<file path="src/rtl/pixel_sequencer.sv">
// Frame controller for the pixel array: erase, exposure pulse train, ramp
// conversion and row-by-row readout, started by a START/BUSY/DONE handshake.
module pixel_sequencer #(
  parameter int N_PULSE    = 20,
  parameter int C_ERASE    = 5,
  parameter int RESOLUTION = 8,
  parameter int ROWS       = 4,
  parameter int C_READ     = 3
) (
  input  logic                  clk,
  input  logic                  reset,
  input  logic                  START,
  input  logic                  ABORT,
  output logic                  ERASE,
  output logic                  EXPOSE,
  output logic                  VBN1,
  output logic                  CONVERT,
  output logic [RESOLUTION-1:0] DATA,
  output logic [ROWS-1:0]       ROW_SEL,
  output logic                  BUSY,
  output logic                  DONE
);

  localparam int EXP_LEN  = 2 * N_PULSE;
  localparam int CONV_LEN = 1 << RESOLUTION;
  localparam int READ_LEN = ROWS * C_READ;
  localparam int MAX_A    = (EXP_LEN > CONV_LEN) ? EXP_LEN : CONV_LEN;
  localparam int MAX_B    = (C_ERASE > READ_LEN) ? C_ERASE : READ_LEN;
  localparam int MAX_LEN  = (MAX_A > MAX_B) ? MAX_A : MAX_B;
  localparam int CW       = (MAX_LEN > 1) ? $clog2(MAX_LEN) : 1;
  localparam int RW       = (ROWS > 1) ? $clog2(ROWS) : 1;

  typedef enum logic [2:0] {
    S_IDLE,
    S_ERASE,
    S_EXPOSE,
    S_CONVERT,
    S_READ,
    S_FINISH
  } state_t;

  state_t          state, next_state;
  logic [CW-1:0]   count, next_count;
  logic [RW-1:0]   row, next_row;

  logic                  next_erase;
  logic                  next_expose;
  logic                  next_vbn1;
  logic                  next_convert;
  logic [RESOLUTION-1:0] next_data;
  logic [ROWS-1:0]       next_row_sel;
  logic                  next_busy;
  logic                  next_done;

  // State, counters and all outputs are flops; outputs are decoded from the
  // next state so they line up with the state they describe.
  always_ff @(posedge clk or posedge reset) begin
    if (reset) begin
      state   <= S_IDLE;
      count   <= '0;
      row     <= '0;
      ERASE   <= 1'b0;
      EXPOSE  <= 1'b0;
      VBN1    <= 1'b0;
      CONVERT <= 1'b0;
      DATA    <= '0;
      ROW_SEL <= '0;
      BUSY    <= 1'b0;
      DONE    <= 1'b0;
    end else begin
      state   <= next_state;
      count   <= next_count;
      row     <= next_row;
      ERASE   <= next_erase;
      EXPOSE  <= next_expose;
      VBN1    <= next_vbn1;
      CONVERT <= next_convert;
      DATA    <= next_data;
      ROW_SEL <= next_row_sel;
      BUSY    <= next_busy;
      DONE    <= next_done;
    end
  end

  // Phase sequencing; the counter restarts at zero on every state entry.
  always_comb begin
    next_state = state;
    next_count = count + CW'(1);
    next_row   = row;
    unique case (state)
      S_IDLE: begin
        next_count = '0;
        next_row   = '0;
        if (START) next_state = S_ERASE;
      end
      S_ERASE: begin
        if (count == CW'(C_ERASE - 1)) begin
          next_state = S_EXPOSE;
          next_count = '0;
        end
      end
      S_EXPOSE: begin
        if (count == CW'(EXP_LEN - 1)) begin
          next_state = S_CONVERT;
          next_count = '0;
        end
      end
      S_CONVERT: begin
        if (count == CW'(CONV_LEN - 1)) begin
          next_state = S_READ;
          next_count = '0;
          next_row   = '0;
        end
      end
      S_READ: begin
        if (count == CW'(C_READ - 1)) begin
          next_count = '0;
          if (row == RW'(ROWS - 1)) next_state = S_FINISH;
          else                      next_row   = row + RW'(1);
        end
      end
      S_FINISH: begin
        next_state = S_IDLE;
        next_count = '0;
        next_row   = '0;
      end
      default: begin
        next_state = S_IDLE;
        next_count = '0;
        next_row   = '0;
      end
    endcase
    // Abort outranks every phase-end transition.
    if (state != S_IDLE && ABORT) begin
      next_state = S_IDLE;
      next_count = '0;
      next_row   = '0;
    end
  end

  always_comb begin
    next_erase   = (next_state == S_ERASE);
    next_expose  = (next_state == S_EXPOSE);
    next_vbn1    = (next_state == S_EXPOSE) && next_count[0];
    next_convert = (next_state == S_CONVERT);
    next_data    = (next_state == S_CONVERT) ? next_count[RESOLUTION-1:0] : '0;
    next_row_sel = (next_state == S_READ) ? (ROWS'(1) << next_row) : '0;
    next_busy    = (next_state != S_IDLE);
    next_done    = (next_state == S_FINISH);
  end

endmodule
</file>
<file path="config.mk">
export PLATFORM = sky130hd
export DESIGN_NAME = pixel_sequencer
export DESIGN_NICKNAME = d
export VERILOG_FILES = /design/src/rtl/pixel_sequencer.sv
export SDC_FILE = /design/constraint.sdc
export NUM_CORES = 1
export LEC_CHECK = 0
export BUFFER_PORTS_ARGS = -buffer_cell sky130_fd_sc_hd__buf_2
export CAP_MARGIN = 20
export CORE_MARGIN = 3
export CORE_UTILIZATION = 50
export CTS_CLUSTER_SIZE = 24
export DETAILED_ROUTE_END_ITERATION = 6
export GPL_TIMING_DRIVEN = 0
export PLACE_DENSITY = 0.67
export SETUP_SLACK_MARGIN = 0.2
export SLEW_MARGIN = 20
export SYNTH_ARGS = -nofsm -noshare
export SYNTH_HDL_FRONTEND = slang
export SYNTH_SLANG_ARGS = --single-unit
export TNS_END_PERCENT = 20
</file>
<file path="constraint.sdc">
create_clock -name clk -period 3.35 [get_ports clk]
set_input_delay 0.1675 -clock clk [delete_from_list [all_inputs] [get_ports clk]]
set_output_delay 0.1675 -clock clk [all_outputs]
set_load 0.05 [all_outputs]
</file>
==> summary.txt, run 1 <==
Async SR Flop Fraction -> 100%
Count leader, synth -> dfrtp_1
DR vias -> 1195
Fin area -> 1750 sq um
Prevailing post-synth register cell -> dfrtp_1
# diodes -> 0
Net switching power -> 319 uW
Post-route minimum period -> 2370 ps
DIE AREA -> 3720 sq um
Worst setup EP type -> flop
Setup TNS Final -> 0 ps
Worst skew pair latency -> 330 ps
Clk pwr share -> 24.2%
Area delta synth->final -> 15.7%
Core Area -> 2830 sq um
Peak VDD IR -> 385 uV
Post-CTS Setup Inserts -> 0
Worst-Margin Slew -> 732 ps
Final setup fails -> 0
Combinational Power Share -> 30.1%
Layout Nets -> 187
Iter 0 DRT Violations -> 38
Synth Area in Compound Gates -> 11.6%
H-tree depth -> 2
Main combinational cell family by area after synthesis -> simple AND/OR/NAND/NOR gates
Total CTS buffers -> 5
Cell taking the most area after synthesis -> dfrtp_1
Required @ worst endpoint -> 3550 ps
Status -> completed
Post-synth cell types -> 45
Sequential share of the synthesized area -> 51.3%
Total power -> 899 uW
Relative slew slack -> 50.7%
Final WS setup -> 975 ps
Yosys top cell area share -> 51.3%
Num rows -> 19
Synth cell count leaders -> 31 x dfrtp_1, 16 x nor2_1, 11 x nor3_1, 7 x inv_1
Post-Synthesis Cells -> 150
Syn_nets -> 157
Share of layout cells above drive strength 1 -> 22.8%
Ys Warns -> 0
Crit Path Max Fanout -> 10
Cell Pwr Density -> 514 nW/um^2
Leakage -> 0.870 nW
Synth Cell Area -> 1510 sq um
WL final -> 3080 um
Multiplexer share of the synthesized area -> 0%
Sequential fraction of design power -> 45.7%
Clk buf depth -> 2
Gr ovfl total -> 0
Via-per-instance ratio -> 5.66
Synthesized area per cell -> 10.1 sq um
Per-cell routed wire length -> 14.6 um
Worst min path class -> input pin to flop
First-pass GRT wire length -> 5340 um
Clk slew on worst S/H paths -> 90 ps
Die Wd -> 61.0 um
Post-Synth Simple-Gate Area -> 27.5%
Root Driver -> clkbuf_4
Synth area leaders -> dfrtp_1 51%, nor2_1 4.0%, nor3_1 3.6%
CTS tree -> done
Flops & latches, synth -> 31
Hold Vio Cnt, Final -> 0
Pre-CTS setup slack -> 980 ps
Post-DRT Antenna Nets -> 0
Tot GR Track Use -> 20.1%
Pre-antenna DRT Iters -> 5
Initial Util -> 53.5%
Drt drc -> 0
Number of flops mapped to enable cells by yosys -> 0
Max cap viols -> 0
Port bufs -> 21
Placed Area -> 1680 sq um
Clk sink count -> 31
Slew Limit Fails -> 0
Synth Area in XOR/XNOR -> 3.47%
Critical Path Source Type -> flop
Synth Area in Adders -> 2.48%
Worst Path Arrival -> 2580 ps
Switching share of power -> 35.5%
Die Ht -> 61.0 um
WS Path Type -> flop to flop
RSZ-0062 raised after global routing -> false
Dpl hpwl -> 2320 um
Largest net degree at the start of global routing -> 17
Core Util, Final -> 61.9%
Layout Skew -> 5.03 ps
# IOs -> 22
Internal power -> 580 uW
Final Cycle Share -> 70.9%
Antenna violations before repair -> 0
Vias in the first global route -> 1125
FMAX -> 421 MHz
Routability cong. -> 0.873
## cell type report
cell class,count,area (sq um)
fillers,251,1080
multi-input cells,105,682
inverters,7,26.3
well taps,31,38.8
repair buffers,23,143
clock inverters,1,5.00
clock buffers,6,51.3
flip-flops and latches,31,776
plain buffers,7,28.8
## power groups by stage
stage / clock network (mW) / registers, mW / logic [mW]
2_1_floorplan: 0 / 0.462 / 0.161
3_3_place_gp: 0 / 0.418 / 0.258
3_5_place_dp: 0 / 0.420 / 0.267
4_1_cts: 0.224 / 0.412 / 0.269
5_1_grt: 0.241 / 0.416 / 0.297
6_report: 0.217 / 0.411 / 0.271
## state kept, by name, summed over array words and instances, names as in the netlist
name,flops
EXPOSE,1
VBN1,1
DONE,1
count,8
state,3
BUSY,1
ERASE,1
ROW_SEL,4
row,2
DATA,8
CONVERT,1
## per-layer routing
layer	routed length, um	track usage (%)	up-vias	part of all wire [%]
met4	46	6.50	0	1.5
met5	0	0	-	0
li1	-	-	596	-
met2	1390	29.2	28	45
met3	163	7.02	4	5.3
met1	1480	28.1	567	48
## layout by cell type, fill, tap and decap left out, drive strengths merged, types with 2 or more instances in the layout
master  count
and3b       3
a31oi       3
xor2        4
ha          3
nor4        4
nor2       17
nand2       6
xnor2       2
a211oi      2
o21ai       5
a21oi       3
clkbuf     11
dfrtp      31
and3        3
nor2b       3
nor3       12
buf        24
o21a        2
or4         2
o311a       2
or2         2
nand3       7
inv         7
or3b        2
o21bai      4
nand4       2
## kinds of logic after synthesis
| family | count (synthesis) |
|---|---|
| AND/OR/NAND/NOR | 71 |
| AO/OA/AOI/OAI | 25 |
| XOR/XNOR | 6 |
| adder cells (fa/ha/maj) | 3 |
| buffers and inverters | 14 |
| flip-flops | 31 |
## worst paths after layout
path | depth (start not counted) | start | slack, ps | to
min | 2 | ABORT | 160 | state[2]
max reg2reg | 8 | count[0] | 980 | DATA[4]
min in group asynchronous | 3 | reset | 470 | DATA[7]
min reg2reg | 1 | count[0] | 550 | count[0]
max | 8 | count[0] | 980 | DATA[4]
max in group asynchronous | 4 | reset | 2370 | row[0]
## critical path, cell delays in order (launching register included)
cell and delay [ps]:
dfrtp_1 450, inv_1 140, ha_1 160, or3b_2 490
nor2_1 290, o2bb2ai_1 130, o21ai_1 250, buf_2 260
nor3_1 80
## through the flow
step | hold WS, ps | cells
4_1_cts | 146 | 211
3_5_place_dp | 303 | 203
5_1_grt | 176 | 211
3_3_place_gp | 491 | 202
2_1_floorplan | 271 | 150
6_report | 157 | 211
## repair_timing
| item | CTS | global route |
|---|---|---|
| endpoints found under the hold margin | 15 | 0 |
| hold buffers | 1 | 0 |
| setup endpoints to repair | 0 | 0 |
| resized for setup | 0 | 0 |
(Power assumes the default switching activity.)
==> inputs of run 2 (changes only) <==
Settings changed: ABC_AREA set to 1.
Clock period 3.35 ns to 2.35 ns, I/O delays scaled along.
==> summary.txt, run 2 <==
Status -> completed
# IOs -> 22
Biggest regs -> DATA: 8 flops, count: 8 flops, ROW_SEL: 4 flops
Final setup fails -> 0
Count leader, synth -> inv_1
Synth area leaders -> dfrtp_1 52%, inv_1 8.6%, nor2_1 7.6%
Synth cell count leaders -> 34 x inv_1, 31 x dfrtp_1, 30 x nor2_1, 29 x nand2_1, 19 x nand3_1
Flops & latches, synth -> 31
Hold path depth -> 6
Post-CTS Setup Inserts -> 0
DR vias -> 1124
Syn_nets -> 186
Area delta synth->final -> 15.0%
R2R Setup Slk -> 620 ps
WS Path Type -> flop to flop
Post-route minimum period -> 1730 ps
Root Driver -> clkbuf_4
Worst Path Arrival -> 1940 ps
Clk slew on worst S/H paths -> 90 ps
Total CTS buffers -> 5
Synth Cell Area -> 1490 sq um
Slew Limit Fails -> 0
Yosys top cell area share -> 52.1%
Worst min path class -> input pin to flop
CTS tree -> done
Die Ht -> 60.5 um
Prevailing post-synth register cell -> dfrtp_1
Peak VDD IR -> 609 uV
Post-CTS Resized -> 0
Core Area -> 2810 sq um
Worst skew pair latency -> 320 ps
Layout Skew -> 6.50 ps
Area of the multi-input gates -> 569 sq um
Placed Instances -> 231
RSZ-0062 raised after global routing -> false
Dpl hpwl -> 2060 um
Iter 0 DRT Violations -> 50
Required @ worst endpoint -> 2560 ps
Fin cells -> 240
Per-cell routed wire length -> 11.3 um
H-tree depth -> 2
Clk sink count -> 31
Max cap viols -> 0
Post-Synthesis Cells -> 179
Worst-Margin Slew -> 610 ps
Via-per-instance ratio -> 4.68
Tot GR Track Use -> 17.8%
Num rows -> 19
Gr ovfl total -> 0
Cell Pwr Density -> 762 nW/um^2
Relative slew slack -> 59.3%
Routability cong. -> 0.779
Sequential share of the synthesized area -> 52.1%
Commonest non-fill, non-tap cell in the layout -> inv_1
Number of flops mapped to enable cells by yosys -> 0
Post-synth cell types -> 20
FMAX -> 577 MHz
Crit Path Max Fanout -> 7
Storage element area -> 776 sq um
Initial Util -> 53.0%
Cell taking the most area after synthesis -> dfrtp_1
Core Util, Final -> 61.0%
Critical Path Source Type -> flop
Port bufs -> 21
Antenna violations before repair -> 0
Ys Warns -> 0
# hold bufs at CTS -> 0
Share of layout cells above drive strength 1 -> 24.4%
# diodes -> 0
Clk buf depth -> 2
Layout Nets -> 215
Drt drc -> 0
Leading cell types in the layout, fill and taps excluded -> 33 x inv_1, 31 x dfrtp_1, 30 x nor2_1, 29 x nand2_1, 21 x buf_2
Worst setup EP type -> flop
DIE AREA -> 3670 sq um
Async SR Flop Fraction -> 100%
Final Cycle Share -> 73.7%
FF-to-FF path depth -> 10
Hold Vio Cnt, Final -> 0
Post-DRT Antenna Nets -> 0
WL final -> 2710 um
Largest net degree at the start of global routing -> 32
Synthesized area per cell -> 8.31 sq um
Vias in the first global route -> 1065
Filler cells -> 249
Leakage -> 1.03 nW
Pre-antenna DRT Iters -> 4
First-pass GRT wire length -> 4760 um
Setup TNS Final -> 0 ps
Die Wd -> 60.5 um
[run 2: cell count changes after synthesis, moves of 6 or more]
cell / before / now
nor2_1: 16 / 30
nand2_2: 0 / 6
nand3_1: 6 / 19
nand2_1: 6 / 29
inv_1: 7 / 34
nor3_1: 11 / 0
[run 2: stage by stage]
| stage | area, sq um | hold WS (ps) | power, mW | setup slack (ps) |
|---|---|---|---|---|
| after floorplan | 1490 | 221 | 0.888 | 883 |
| after global placement | 1630 | 426 | 0.962 | 682 |
| after detailed placement | 1630 | 456 | 0.969 | 647 |
| after CTS | 1700 | 94.4 | 1.31 | 635 |
| after global routing | 1710 | 289 | 1.38 | 501 |
| final | 1710 | 243 | 1.30 | 618 |
[run 2: per-layer routing]
layer,wire length (um),GRT usage (%)
met3,97,5.11
met4,44,6.50
met2,1110,24.8
met1,1460,26.3
met5,0,0
[run 2: cells by family (layout without fill, tap and decap cells)]
kind of cell               after synthesis  in the layout  share of synthesized area [%]
buffers and inverters                   38             68                           9.59
DFF                                     31             31                           52.1
AOI/OAI and AO/OA                        8              8                           3.53
xor gates and xnor gates                 3              3                           1.77
and+or+nand+nor                         96             96                           30.4
adders and majority gates                3              3                           2.52
[run 2: final cells by class]
type,count,share of cell area [%]
clock buffer,8,4.02
inverter,38,8.34
multi-input combinational,110,33.3
sequential,31,45.4
tap,31,2.27
timing repair buffer,22,6.73
[run 2: final timing paths]
| kind | start | endpoint |
|---|---|---|
| setup / recovery | count[1] | DATA[7] |
| hold / removal | START | EXPOSE |
| setup reg to reg | count[1] | DATA[7] |
| hold reg to reg | count[0] | count[0] |
| max in group asynchronous | reset | DATA[3] |
| min in group asynchronous | reset | BUSY |
[run 2: worst max-delay path, stage by stage (launching register included)]
cell,delay (ps)
dfrtp_1,400
ha_1,250
nand2_2,80
nor2_1,90
nand2_1,90
nand2_2,90
inv_2,60
nor2_2,140
o211ai_2,190
nand3_1,180
nor2_1,60
[run 2: where the power goes]
group	leakage [nW]	switching, mW	internal [mW]
clock	0.0386	0.171	0.176
sequential	0.426	0.0221	0.570
combinational	0.564	0.269	0.0954
==> inputs of run 3 (changes only) <==
Settings changed: ABC_AREA 1 to 0.
Clock period 2.35 ns to 1.6 ns, I/O delays scaled along.
==> summary.txt, run 3 (synthesized netlist as in run 1, its figures left out) <==
Hold path depth -> 2
Hold_sp -> ABORT
Via-per-instance ratio -> 5.71
CTS tree -> done
CP bufs+invs -> 0
Status -> complete, but fails checks
DIE AREA -> 3720 sq um
Slew Limit Fails -> 0
First-pass GRT wire length -> 5470 um
Required @ worst endpoint -> 1830 ps
Die Wd -> 61.0 um
Worst min path class -> input pin to flop
Final Cycle Share -> 128%
Final setup fails -> 29
Failing checks -> negative setup slack
Share of layout cells above drive strength 1 -> 44.6%
Commonest non-fill, non-tap cell in the layout -> dfrtp_1
Top cell by count, worst path -> or4_4
WL final -> 3390 um
Relative slew slack -> 59.0%
Initial Util -> 53.5%
Iter 0 DRT Violations -> 17
Worst Path Arrival -> 2280 ps
DR vias -> 1290
WS Path Type -> flop to flop
RSZ-0062 raised after global routing -> true
Post-route minimum period -> 2040 ps
Root Driver -> clkbuf_4
FF-to-FF path depth -> 5
Hold endpoint -> state[2]
Core Area -> 2830 sq um
Total CTS buffers -> 5
Slowest-stage cell, CP -> or4_4
Layout Skew -> 6.03 ps
Worst setup EP type -> flop
Gr ovfl total -> 0
Peak VDD IR -> 929 uV
Worst-Margin Slew -> 614 ps
FF-to-FF Start -> count[4]
Core Util, Final -> 72.2%
Clk slew on worst S/H paths -> 90 ps
CP Cell Sequence -> or4_4 -> or4_4 -> nand3_4 -> o21bai_4 -> and4b_1
CP max stage delay -> 560 ps
Biggest regs -> DATA: 8 flops, count: 8 flops, ROW_SEL: 4 flops
Critical Path Source Type -> flop
Leakage -> 0.964 nW
Routability cong. -> 0.863
Crit path max-delay family -> simple AND/OR/NAND/NOR gates
Layout Nets -> 201
Max cap viols -> 0
# diodes -> 0
Post-DRT Antenna Nets -> 0
Antenna violations before repair -> 0
Crit Path Max Fanout -> 4
Port bufs -> 21
Tot GR Track Use -> 20.4%
Num rows -> 19
# IOs -> 22
Per-cell routed wire length -> 15.0 um
R2R Setup Slk -> -440 ps
Drt drc -> 0
Leading cell types in the layout, fill and taps excluded -> 27 x dfrtp_1, 22 x buf_2, 13 x nor2_1, 13 x buf_4, 9 x nor3_2
Clk sink count -> 31
Worst skew pair latency -> 330 ps
Reg-to-Reg End -> ROW_SEL[3]
Area delta synth->final -> 35.1%
Filler cells -> 207
Clk buf depth -> 2
Hold Vio Cnt, Final -> 0
Dpl hpwl -> 2160 um
H-tree depth -> 2
Pre-antenna DRT Iters -> 4
Vias in the first global route -> 1171
Pre-CTS setup slack -> -742 ps
Die Ht -> 61.0 um
Largest net degree at the start of global routing -> 32
Cell Pwr Density -> 1070 nW/um^2
Final WS setup -> -445 ps
FMAX -> 489 MHz
[run 3: cell type report]
| class | instances | area [sq um] | area share, % |
|---|---|---|---|
| Inverter | 7 | 28.8 | 1.41 |
| Tap cell | 31 | 38.8 | 1.90 |
| Timing Repair Buffer | 37 | 235 | 11.5 |
| Multi-Input combinational cell | 105 | 853 | 41.8 |
| Sequential cell | 31 | 781 | 38.2 |
| Clock buffer | 8 | 68.8 | 3.37 |
| Buffer | 7 | 37.5 | 1.84 |
[run 3: repair_timing]
action	in CTS	in global routing
endpoints found under the hold margin	0	31
resized for setup	25	20
hold buffers	0	1
cloned	1	0
pin swaps	14	5
setup buffers	10	4
endpoints found under the setup margin	31	31
[run 3: worst max-delay path by stage]
stage / to / depth (start not counted) / slack, ps / from
3_3_place_gp: DATA[4] / 7 / -690 / count[0]
6_report: ROW_SEL[3] / 5 / -440 / count[4]
4_1_cts: ROW_SEL[3] / 7 / -460 / count[0]
3_5_place_dp: DATA[5] / 7 / -740 / count[0]
5_1_grt: CONVERT / 6 / -500 / count[4]
2_1_floorplan: ROW_SEL[3] / 5 / -410 / count[7]
[run 3: stage by stage]
step                      TNS [ps]  area (sq um)  instances  hold slack [ps]  power, mW
after global routing        -11170          2040        226             18.3       2.29
after global placement      -14950          1670        202              389       1.43
final                        -9020          2040        226             13.5       2.19
after CTS                    -9170          1920        221             32.0       2.05
after detailed placement    -16060          1670        202              396       1.43
after floorplan              -8470          1530        150              184       1.32
[run 3: per-layer routing]
layer,wire [um],share of wire [%],vias up,GRT usage [%]
met1,1640,48,617,27.6
met3,179,5.3,11,6.17
met5,0,0,-,0
met4,81,2.4,0,8.98
li1,-,-,625,-
met2,1480,44,37,30.2
[run 3: power breakdown]
part | internal [mW] | switching [mW]
registers | 0.835 | 0.0287
clock network | 0.258 | 0.255
logic | 0.323 | 0.490
